==> src/rtl/servo_pwm_bank.sv <==
// Multi-channel servo pulse generator: one shared prescaler/frame counter, per-channel
// position targets with optional per-frame slew limiting, widths applied only at frame boundaries.
module servo_pwm_bank #(
    parameter int NCH         = 4,
    parameter int POS_W       = 8,
    parameter int TICK_DIV    = 195,
    parameter int FRAME_TICKS = 5129,
    parameter int MIN_TICKS   = 140,
    parameter int SCALE_SHIFT = 1,
    parameter int SLEW        = 0
) (
    input  logic                                      clk,
    input  logic                                      rst,
    input  logic                                      wr_en,
    input  logic [((NCH > 1) ? $clog2(NCH) : 1)-1:0]  wr_ch,
    input  logic [POS_W-1:0]                          wr_pos,
    output logic [NCH-1:0]                            servo_pulse,
    output logic                                      frame_start,
    output logic [NCH-1:0]                            settled
);

    localparam int CHW = (NCH > 1) ? $clog2(NCH) : 1;
    localparam int WW  = $clog2(FRAME_TICKS);
    localparam int AW  = WW + POS_W + SCALE_SHIFT;
    localparam int PW  = $clog2(TICK_DIV);

    localparam logic [PW-1:0] PRESC_MAX = PW'(TICK_DIV - 1);
    localparam logic [WW-1:0] FCNT_MAX  = WW'(FRAME_TICKS - 1);
    localparam logic [AW-1:0] FMAX_A    = AW'(FRAME_TICKS - 1);
    localparam logic [AW-1:0] MIN_A     = AW'(MIN_TICKS);
    localparam logic [AW-1:0] SLEW_A    = AW'(SLEW);
    localparam logic [WW-1:0] RST_W     = (MIN_TICKS > FRAME_TICKS - 1) ? FCNT_MAX : WW'(MIN_TICKS);

    // Saturating position-to-width map; the wide sum cannot overflow before the clamp.
    function automatic logic [WW-1:0] tgt_width(input logic [POS_W-1:0] pos);
        logic [AW-1:0] sum;
        sum = MIN_A + (AW'(pos) << SCALE_SHIFT);
        if (sum > FMAX_A) begin
            tgt_width = FCNT_MAX;
        end else begin
            tgt_width = sum[WW-1:0];
        end
    endfunction

    function automatic logic [WW-1:0] slew_step(input logic [WW-1:0] cur, input logic [WW-1:0] tgt);
        logic [AW-1:0] c;
        logic [AW-1:0] t;
        logic [AW-1:0] nxt;
        c = AW'(cur);
        t = AW'(tgt);
        if (SLEW_A == '0) begin
            nxt = t;
        end else if (t > c) begin
            nxt = ((t - c) <= SLEW_A) ? t : (c + SLEW_A);
        end else begin
            nxt = ((c - t) <= SLEW_A) ? t : (c - SLEW_A);
        end
        slew_step = nxt[WW-1:0];
    endfunction

    logic [PW-1:0]    presc_q, presc_d;
    logic [WW-1:0]    fcnt_q, fcnt_d;
    logic [POS_W-1:0] tgt_pos_q [NCH];
    logic [POS_W-1:0] tgt_pos_d [NCH];
    logic [WW-1:0]    cur_w_q [NCH];
    logic [WW-1:0]    cur_w_d [NCH];
    logic [NCH-1:0]   pulse_q, pulse_d, settled_s;
    logic             frame_start_q;
    logic             tick_s, bound_s;

    // Shared timebase: prescaler and frame counter.
    always_comb begin
        tick_s  = (presc_q == PRESC_MAX);
        bound_s = tick_s && (fcnt_q == FCNT_MAX);
        if (tick_s) begin
            presc_d = '0;
        end else begin
            presc_d = presc_q + PW'(1'b1);
        end
        if (bound_s) begin
            fcnt_d = '0;
        end else if (tick_s) begin
            fcnt_d = fcnt_q + WW'(1'b1);
        end else begin
            fcnt_d = fcnt_q;
        end
    end

    // Per-channel target capture, boundary width update and pulse compare against the next count.
    always_comb begin
        for (int i = 0; i < NCH; i++) begin
            if (wr_en && (wr_ch == CHW'(i))) begin
                tgt_pos_d[i] = wr_pos;
            end else begin
                tgt_pos_d[i] = tgt_pos_q[i];
            end
            if (bound_s) begin
                cur_w_d[i] = slew_step(cur_w_q[i], tgt_width(tgt_pos_q[i]));
            end else begin
                cur_w_d[i] = cur_w_q[i];
            end
            pulse_d[i]   = (fcnt_d < cur_w_d[i]);
            settled_s[i] = (cur_w_q[i] == tgt_width(tgt_pos_q[i]));
        end
    end

    // State registers with synchronous reset.
    always_ff @(posedge clk) begin
        if (rst) begin
            presc_q       <= '0;
            fcnt_q        <= '0;
            pulse_q       <= '0;
            frame_start_q <= 1'b0;
            for (int i = 0; i < NCH; i++) begin
                tgt_pos_q[i] <= '0;
                cur_w_q[i]   <= RST_W;
            end
        end else begin
            presc_q       <= presc_d;
            fcnt_q        <= fcnt_d;
            pulse_q       <= pulse_d;
            frame_start_q <= bound_s;
            for (int i = 0; i < NCH; i++) begin
                tgt_pos_q[i] <= tgt_pos_d[i];
                cur_w_q[i]   <= cur_w_d[i];
            end
        end
    end

    assign servo_pulse = pulse_q;
    assign frame_start = frame_start_q;
    assign settled     = settled_s;

endmodule
==> config.mk <==
export PLATFORM = sky130hd
export DESIGN_NAME = servo_pwm_bank
export DESIGN_NICKNAME = d
export VERILOG_FILES = /design/src/rtl/servo_pwm_bank.sv
export SDC_FILE = /design/constraint.sdc
export NUM_CORES = 1
export LEC_CHECK = 0
export ABC_AREA = 1
export CORE_AREA = 10 10 117 119
export DETAILED_ROUTE_END_ITERATION = 7
export DIE_AREA = 0 0 127 129
export GPL_ROUTABILITY_DRIVEN = 0
export PLACE_DENSITY = 0.76
export SLEW_MARGIN = 0
export SYNTH_ARGS = -nofsm -noshare
export SYNTH_HDL_FRONTEND = slang
export SYNTH_SLANG_ARGS = --single-unit
export TNS_END_PERCENT = 1
==> constraint.sdc <==
create_clock -name clk -period 6.9 [get_ports clk]
set_clock_uncertainty 0.1 [all_clocks]
set_input_delay 1.725 -clock clk [delete_from_list [all_inputs] [get_ports clk]]
set_output_delay 1.725 -clock clk [all_outputs]
set_load 0.01 [all_outputs]
# [Word level (Yosys, flattened, before mapping)]
# Memory sizes are Yosys's and may differ from the RTL's.
# Index checks and enable logic that the tools add are counted.
[word_totals] ramBits=84 wordCells=69 ff_bits=26 in_bits=13 output_inout_bits=9 memories=2
[memory_table] name="cur_w_q" depth=4 width=13 read_ports=4 rd_ports_with_merged_regs=0 write_ports=4 line="65" rtl="logic [WW-1:0] cur_w_q [NCH];"
[memory_table] name="tgt_pos_q" depth=4 width=8 read_ports=4 rd_ports_with_merged_regs=0 write_ports=4 line="63" rtl="logic [POS_W-1:0] tgt_pos_q [NCH];"
[op_classes] bitwise=8 n_lt_le_gt_ge=8 n_mux=25 reduce_logical=7 add_sub_neg=6 eq_ne=9
[op_table] op="$mux W13" n=14
[op_table] op="$mux W8" n=8
[op_table] op="$eq A13 B13 Y1" n=4
[op_table] op="$gt A10 B13 Y1 const B" n=4
[op_table] op="$lt A13 B13 Y1" n=4
[op_table] op="$add A8 B9 Y10 const A" n=4
[op_table] op="$add A13 B1 Y13 const B" n=1
[op_table] op="$eq A13 B13 Y1 const B" n=1
[op_table] op="$add A8 B1 Y8 const B" n=1
[op_table] op="$eq A8 B8 Y1 const B" n=1
[op_table] op="$or A1 B1 Y1" n=8
[op_table] op="$logic_and A1 B1 Y1" n=5
[op_table] op="$eq A2 B2 Y1 const B" n=2
[op_table] op="$mux W1" n=3
[op_table] op="$eq A2 B1 Y1 const B" n=1
[op_table] op="$logic_not A2 Y1" n=1
[op_table] op="$reduce_or A2 Y1" n=1

# [Logic depth before layout (Yosys ltp)]
[depth] depth_word=5 depth_mapped=22 ltp_nobuf=20

# [Least setup slack after synthesis]
# No wires, ideal clock.
[synth_timing] path_type="flip-flop to output port" startpoint="memory tgt_pos_q[0][1]" endpoint="output settled[0]" path_buffers=0 required_time_ns=5.075 path_stages_with_launch=10 t_arrival_ns=1.637 setup_slack_ns=3.438 cell_sequence="dfxtp_1 -> inv_1 -> ha_1 -> nor2_1 -> nand3_1 -> nand2_1 -> xor2_1 -> xor2_1 -> or2_2 -> nor2_1"
[synth_lines] element="start: declaration" line="63"
[synth_lines] element="end: declaration" line="19" rtl="output logic [NCH-1:0] settled"

==> impl_metrics.ini <==
[status]
outcome = complete, no violations

[synthesis]
ys_ff_latch = 110
ys_types = 48
synthArstFlopShare_pct = 0
synth_nets = 900
netlist_instances = 833
synth.area.top_cells = dfxtp_1 36%, ha_1 11%, nand2_1 9.7%
avgSynthCellArea_um2 = 7.404
yosysTopAreaCell = dfxtp_1
synth_ff_type = dfxtp_1
synth_top_area_share_pct = 35.71
seq_area_frac_synth_pct = 35.71
synth_edf_count = 0
syn_area_um2 = 6167
yosysWarnings = 0
yosysMostFrequentCell = nand2_1
synthTopCellsByCount = 160 x nand2_1, 129 x nor2_1, 110 x dfxtp_1

[drt]
drt_iter0_markers = 330
firstDrtPassIters = 5
wl_per_cell_um = 14.29
avgViaCountPerCell = 5.265
drc_errors = 0
ant_nets = 0
finalWirelength_um = 14170
vias = 5223

[floorplan]
start_util_pct = 54.48
io_pins = 22
fp.dieW_um = 127
rows = 39
coreArea_um2 = 11320
die-area_um2 = 16380
die_y_um = 129

[global_route]
antenna_found_initial = 0
gr-total-overflow = 0
grt_pass1_wl_um = 23490
grt_pass1_vias = 4906
grt_max_degree = 59
grt_usage_pct = 17.50

[cts]
clockRootBuffer = clkbuf_16
postCtsHoldBufs = 0
cts.sinks = 110
cts_tree = done
cts-resized-gates = 0
insertion_delay_ns = 0.36
clk_pin_slew_ns = 0.07
numCtsBuffers = 9
cts_max_level = 3
post_cts.repair.setup_buffers = 0
clock_path_buffers = 2

[layout]
n_antenna_cell = 0
multi_input_area_um2 = 3511
regArea_um2 = 2202
fill_cells = 1049
drive_gt1_share_pct = 5.654
layout.nets = 911
layoutNonFillerInstCount = 992
final_util_pct = 59.95
area_growth_pct = 10.04

[power]
ir_drop_uv = 187.1
p_per_area_nw_per_um2 = 202.5
p_leak_nw = 3.130

[sta]
period_share_pct = 64.64
max-slew-margin-rel_pct = 37.64
drv_slew = 0
worst_pin_slew_ns = 0.9283
tns_ns = 0
setup_slack_ns = 2.440
setup_viol = 0
hold-worst-slack_ns = 0.3545
timing.fmax_mhz = 224.2
rsz0062_at_grt = no
finalHoldViolCount = 0
period_needed_ns = 4.460

[setup_path]
regToRegSetupSlack_ns = 3.12
end_kind = output port
crit_type = reg2out
cp-start-kind = flip-flop
worstRegToRegCells = 13
crit_arrival_ns = 2.63
worstPathMaxFanout = 3
critical_path_required_ns = 5.08

[worst_hold_path]
hold_class = reg2reg
hold_depth = 2

[place]
dp_worst_setup_slack_ns = 2.838
numPortBuffers = 21
dpl.hpwl_um = 10660
place_inst = 976

[flow_run]
cap_violations = 0
==> flip-flops by register name, summed over array words and instances (netlist names) <==
name         cells
cur_w_q         52
fcnt_q          13
presc_q          8
tgt_pos_q       32
servo_pulse      4
frame_start      1
==> cell usage in the layout, fill, tap and decap left out, types with 14 or more instances in the layout <==
cell type        count
inv_1               84
ha_1                54
nand3_1             27
nand2_1            160
a21oi_1             51
o21ai_1             14
o21ai_0             48
nor2_1             129
xor2_1              25
dfxtp_1            110
nor3_1              16
xnor2_1             17
clkdlybuf4s50_1     20
==> layout make-up <==
cell class / count / area share, %
timing repair buffer: 23 / 3.245
clock inverter: 7 / 1.770
clock buffer: 9 / 3.319
tap: 143 / 2.636
sequential: 110 / 32.45
inverter: 87 / 4.849
multi-input combinational: 613 / 51.73
==> cells by family (layout without fill, tap and decap cells) <==
group                      Yosys count  in the layout  share of synthesized area [%]
DFF                                110            110                          35.71
and+or+nand+nor                    366            366                          25.48
xor gates and xnor gates            43             43                          6.228
AOI/OAI and AO/OA                  140            140                          12.58
muxes                               10             10                          1.684
buffers and inverters              110            126                          7.365
adders and majority gates           54             54                          10.96
==> critical path: stages (launching register included) <==
cell	delay (ns)
dfxtp_1	0.36
inv_1	0.08
ha_1	0.32
xnor2_1	0.14
nor4_1	0.32
nand3_1	0.14
nor2_1	0.15
nand3_1	0.09
nor3_1	0.13
clkdlybuf4s50_1	0.56
==> layer usage <==
layer	vias to the layer above	GRT usage (%)	part of all wire, %
met1	2339	22.33	49
met5	-	0	0
met2	114	28.65	45
met4	0	5.090	1.6
met3	19	4.312	4.3
li1	2751	-	-
==> worst paths after layout <==
check,startpoint,endpoint
worst max-delay path,tgt_pos_q[0][25]$_SDFFE_PP0P_,settled[3]
worst min-delay path,cur_w_q[0][39]$_SDFF_PP0_,cur_w_q[0][39]$_SDFF_PP0_
worst max register to register,presc_q[0]$_SDFF_PP0_,servo_pulse[2]$_SDFF_PP0_
worst min register to register,cur_w_q[0][39]$_SDFF_PP0_,cur_w_q[0][39]$_SDFF_PP0_
==> where the power goes <==
part | total, mW | leakage [nW] | internal (mW) | switching, mW
sequential | 0.657 | 0.892 | 0.647 | 0.0102
combinational | 0.109 | 2.07 | 0.0468 | 0.0626
clock | 0.608 | 0.166 | 0.356 | 0.252
==> stage by stage <==
| step | power [mW] | area, µm² |
|---|---|---|
| 2_1_floorplan | 0.7390 | 6167 |
| 3_5_place_dp | 0.7805 | 6441 |
| 3_3_place_gp | 0.7787 | 6441 |
| 5_1_grt | 1.413 | 6787 |
| 6_report | 1.374 | 6787 |
| 4_1_cts | 1.381 | 6787 |
No activity file was read; power rests on OpenSTA's default activity.
